[src/rtl/onecold_encoder.sv]
// onecold_encoder: synchronizes and debounces four active-low request lines,
// encodes the asserted line to a 2-bit index and offers it on valid/ready.
// A new code is accepted only after a debounced full release.
module onecold_encoder #(
    parameter int unsigned DEBOUNCE = 4
) (
    input  logic       clk,
    input  logic       rst_n,
    input  logic [3:0] y_n,
    output logic [1:0] code,
    output logic       multi_err,
    output logic       valid,
    input  logic       ready,
    output logic       idle
);

    localparam int unsigned LINES = 4;
    localparam int unsigned CNT_W = 8;
    localparam int unsigned ZC_W  = 3;
    localparam logic [CNT_W-1:0] DEB_MAX  = CNT_W'(DEBOUNCE);
    localparam logic [LINES-1:0] NONE_LOW = '1;

    typedef enum logic [1:0] {
        S_IDLE,
        S_DEB,
        S_HOLD,
        S_REL
    } state_t;

    state_t            state, state_nxt;
    logic [LINES-1:0]  y_s1, y_s;
    logic [LINES-1:0]  cand, cand_nxt;
    logic [CNT_W-1:0]  cnt, cnt_nxt, cnt_inc;
    logic [1:0]        code_nxt, enc_code;
    logic              multi_nxt, enc_multi;
    logic              valid_nxt, idle_nxt;
    logic [ZC_W-1:0]   zeros;

    // Two-flop synchronizer; idles at "no line asserted"
    always_ff @(posedge clk or negedge rst_n) begin
        if (!rst_n) begin
            y_s1 <= NONE_LOW;
            y_s  <= NONE_LOW;
        end else begin
            y_s1 <= y_n;
            y_s  <= y_s1;
        end
    end

    // Encode candidate: highest-numbered low line wins, flag multiple lows
    always_comb begin
        zeros = '0;
        for (int i = 0; i < LINES; i++) begin
            zeros = zeros + {2'b00, !cand[i]};
        end
        enc_multi = (zeros > ZC_W'(1));
        if (!cand[3])      enc_code = 2'd3;
        else if (!cand[2]) enc_code = 2'd2;
        else if (!cand[1]) enc_code = 2'd1;
        else               enc_code = 2'd0;
    end

    // Saturating debounce counter increment
    always_comb begin
        cnt_inc = (cnt >= DEB_MAX) ? cnt : cnt + CNT_W'(1);
    end

    // State and output registers
    always_ff @(posedge clk or negedge rst_n) begin
        if (!rst_n) begin
            state     <= S_IDLE;
            cand      <= NONE_LOW;
            cnt       <= '0;
            code      <= 2'b00;
            multi_err <= 1'b0;
            valid     <= 1'b0;
            idle      <= 1'b1;
        end else begin
            state     <= state_nxt;
            cand      <= cand_nxt;
            cnt       <= cnt_nxt;
            code      <= code_nxt;
            multi_err <= multi_nxt;
            valid     <= valid_nxt;
            idle      <= idle_nxt;
        end
    end

    // Next-state and next-output logic
    always_comb begin
        state_nxt = state;
        cand_nxt  = cand;
        cnt_nxt   = cnt;
        code_nxt  = code;
        multi_nxt = multi_err;
        valid_nxt = valid;

        case (state)
            S_IDLE: begin
                if (y_s != NONE_LOW) begin
                    cand_nxt  = y_s;
                    cnt_nxt   = CNT_W'(1);
                    state_nxt = S_DEB;
                end
            end
            S_DEB: begin
                if (y_s == cand) begin
                    cnt_nxt = cnt_inc;
                    if (cnt_inc == DEB_MAX) begin
                        code_nxt  = enc_code;
                        multi_nxt = enc_multi;
                        valid_nxt = 1'b1;
                        state_nxt = S_HOLD;
                    end
                end else if (y_s == NONE_LOW) begin
                    // glitch shorter than the debounce window: drop it
                    cnt_nxt   = '0;
                    state_nxt = S_IDLE;
                end else begin
                    cand_nxt = y_s;
                    cnt_nxt  = CNT_W'(1);
                end
            end
            S_HOLD: begin
                if (valid && ready) begin
                    valid_nxt = 1'b0;
                    cnt_nxt   = '0;
                    state_nxt = S_REL;
                end
            end
            S_REL: begin
                if (y_s == NONE_LOW) begin
                    cnt_nxt = cnt_inc;
                    if (cnt_inc == DEB_MAX) begin
                        state_nxt = S_IDLE;
                    end
                end else begin
                    cnt_nxt = '0;
                end
            end
            default: begin
                state_nxt = S_IDLE;
                valid_nxt = 1'b0;
            end
        endcase

        idle_nxt = (state_nxt == S_IDLE);
    end

endmodule

[config.mk]
export PLATFORM = sky130hd
export DESIGN_NAME = onecold_encoder
export DESIGN_NICKNAME = d
export VERILOG_FILES = /design/src/rtl/onecold_encoder.sv
export SDC_FILE = /design/constraint.sdc
export NUM_CORES = 1
export LEC_CHECK = 0
export ABC_AREA = 1
export BUFFER_PORTS_ARGS = -buffer_cell sky130_fd_sc_hd__buf_2
export CAP_MARGIN = 25
export CORE_MARGIN = 2
export CORE_UTILIZATION = 45
export CTS_CLUSTER_SIZE = 20
export DETAILED_ROUTE_END_ITERATION = 8
export PLACE_DENSITY = 0.65
export REMOVE_ABC_BUFFERS = 1
export SYNTH_ARGS = -nofsm -noshare
export SYNTH_HDL_FRONTEND = slang
export SYNTH_SLANG_ARGS = --single-unit
[constraint.sdc]
create_clock -name clk -period 2.2 [get_ports clk]
set_input_delay 0.44 -clock clk [delete_from_list [all_inputs] [get_ports clk]]
set_output_delay 0.44 -clock clk [all_outputs]
set_load 0.05 [all_outputs]
==> flow_metrics.tcl <==
set metrics [dict create \
    status "finished, final reports clean" \
    grt_pass1_vias 913 \
    cp_cell_sequence "inv_1 > ha_1 > inv_1 > nand4_1 > nand2_1 > nand2_1 > nor2_4 > nand4_2 > nand3_1 > nor2_1" \
    ys_seq_area_share_pct 55.2 \
    yosysTopAreaCellShare_pct 28.0 \
    drive_above_1_share_pct 23.4 \
    ctsHoldBuffers 0 \
    max_slew_margin_pct 62.1 \
    grt-ovfl-total 0 \
    async_reset_ff_share_pct 100 \
    crit_slowest_cell "dfrtp_1" \
    grt_use_total_pct 15.5 \
    die_x_um 56.8 \
    hold_class "input port to async pin" \
    finalHoldViolCount 0 \
    synth_cells 139 \
    cts_buffer_depth 2 \
    cts_setup_buffers 0 \
    required_ns 2.47 \
    rsz0062_at_grt "no" \
    num-nets-final 165 \
    start_util_pct 46.2 \
    cp-end-kind "flop" \
    maxCapViolCount 0 \
    vdd_drop_max_v 0.000606 \
    viasPerCell 4.92 \
    dp.cells 181 \
    clkTransAtPathRegs_ns 0.15 \
    antenna_found_initial 0 \
    p_sw_w 0.000502 \
    die_area_sq_um 3220 \
    clock_latency_ns 0.32 \
    drc 0 \
    cts_root_buffer "clkbuf_4" \
    setup_viol 0 \
    cp_slowest_stage_delay_ns 0.44 \
    die_h_um 56.8 \
    p_leak_nw 0.722 \
    final_max_slew_viol_count 0 \
    coreArea_sq_um 2710 \
    dr.first_iter.drc_count 25 \
    n_antenna_cell 0 \
    htree_levels 1 \
    grt_max_degree 28 \
    area_growth_pct 9.99 \
    cp.arrival_ns 2.03 \
    ioPinCount 12 \
    numPortBuffers 11 \
    ys_ff_latch 27 \
    synth_enable_flop_cells 0 \
    yosys_warnings 0 \
    path_delay_family "simple AND/OR/NAND/NOR gates" \
    start_kind "flop" \
    period_share_pct 79.9 \
    p_per_area_nw_per_um2 950 \
    sw_frac_of_total_pct 38.4 \
    fin_area_sq_um 1380 \
    period_needed_ns 1.76 \
    ys.flop_type "dfrtp_1" \
    fin_tns_setup_ns 0 \
    vias 910 \
    fin_cells 185 \
    grt_first_pass_wirelength_um 3890 \
    synth_area_sq_um 1250 \
    cts_resized 0 \
    power.share.clock_pct 17.0 \
    intPower_w 0.000806 \
    synth_area_leaders "dfrtp_1 28%, dfstp_2 27%, nand2_1 8.4%" \
    multi_input_area_sq_um 478 \
    crit_fanout 8 \
    yosys-top-cells-count "28 x nand2_1, 22 x inv_1, 18 x nor2_1, 14 x dfrtp_1, 13 x dfstp_2" \
    max_freq_ghz 0.569 \
    rows 19 \
    yosysMostFrequentCell "nand2_1" \
    synth_cell_type_count 20 \
    dr.pass1.iters 4 \
    worstMarginPinSlew_ns 0.569 \
    antenna_left 0 \
    clock-skew-final_ns 0.00214 \
    yosysTopAreaCell "dfrtp_1" \
    cts_buffers 3 \
    synth_area_per_cell_sq_um 9.01 \
    cts_sinks 27 \
    dpl-instance-area_sq_um 1350 \
    routedWlPerCell_um 11.4 \
    combPwrFrac_pct 32.6 \
    dp_hpwl_um 1610 \
    worst-path-buf-inv 2 \
    place_congestion 0.895 \
    seq_area_sq_um 692 \
    cts_tree "yes" \
    fillCellCount 265 \
    pwr-share-seq_pct 50.3 \
    routed_wl_um 2100 \
    critPathKind "flop to flop" \
]
## stage by stage
step / total power, W / utilization, % / worst slack (ns) / hold WS [ns]
final: 0.00131 / 50.8 / 0.442 / 0.0852
after detailed placement: 0.00110 / 49.7 / 0.448 / 0.347
after floorplan: 0.000993 / - / 0.657 / 0.144
after global placement: 0.00108 / 49.7 / 0.505 / 0.347
after CTS: 0.00133 / 50.8 / 0.426 / 0.0916
after global routing: 0.00143 / 50.8 / 0.236 / 0.101
## cell type report
class	count	area share, %
Tap cell	31	2.82
Sequential cell	27	50.2
Timing Repair Buffer	11	4.00
Clock inverter	1	0.636
Clock buffer	3	1.63
Inverter	22	5.99
Multi-Input combinational cell	90	34.7
## placed cells by master, fill, tap and decap left out, drive strengths merged
cell type | Yosys | routed
a21oi | 7 | 7
a22oi | 1 | 1
buf | 0 | 11
clkbuf | 0 | 3
dfrtp | 14 | 14
dfstp | 13 | 13
fa | 1 | 1
ha | 2 | 2
inv | 22 | 23
nand2 | 29 | 29
nand3 | 9 | 9
nand4 | 7 | 7
nor2 | 22 | 22
nor3 | 1 | 1
o21ai | 8 | 8
xor2 | 3 | 3
## per-layer routing
layer / share of wire [%] / track usage (%) / vias to the layer above
li1: - / - / 471
met1: 48 / 20.1 / 431
met2: 50 / 25.9 / 6
met3: 1.5 / 2.76 / 2
met4: 0.86 / 5.98 / 0
met5: 0 / 0 / -
## final timing paths
kind,start,endpoint,slack (ns),cells past startpoint
setup / recovery,cnt[0]$_DFFE_PN0P_,idle$_DFF_PN1_,0.44,10
hold / removal,rst_n,state[1]$_DFF_PN0_,0.09,1
setup reg to reg,cnt[0]$_DFFE_PN0P_,idle$_DFF_PN1_,0.44,10
hold reg to reg,y_s1[2]$_DFF_PN1_,y_s[2]$_DFF_PN1_,0.37,0
max in group asynchronous,rst_n,y_s[1]$_DFF_PN1_,1.74,1
min in group clk,y_n[3],y_s1[3]$_DFF_PN1_,0.19,1
## state kept, by name (all words and copies together), names as in the netlist, 2 cells and up
name   cells
cnt        8
y_s1       4
code       2
cand       4
y_s        4
state      2
## power by group through the flow
stage / Clock (W) / Combinational (W) / Sequential (W)
5_1_grt: 0.000257 / 0.000495 / 0.000673
4_1_cts: 0.000236 / 0.000432 / 0.000659
2_1_floorplan: 0 / 0.000271 / 0.000722
6_report: 0.000223 / 0.000427 / 0.000658
3_3_place_gp: 0 / 0.000421 / 0.000664
3_5_place_dp: 0 / 0.000430 / 0.000667
## kinds of logic after synthesis
kind of cell | synth area share, %
adders and majority gates | 3.60
AOI/OAI and AO/OA | 6.59
DFF | 55.2
xor gates and xnor gates | 2.10
buffers and inverters | 6.59
and+or+nand+nor | 25.9
No activity file was read; power rests on OpenSTA's default activity.
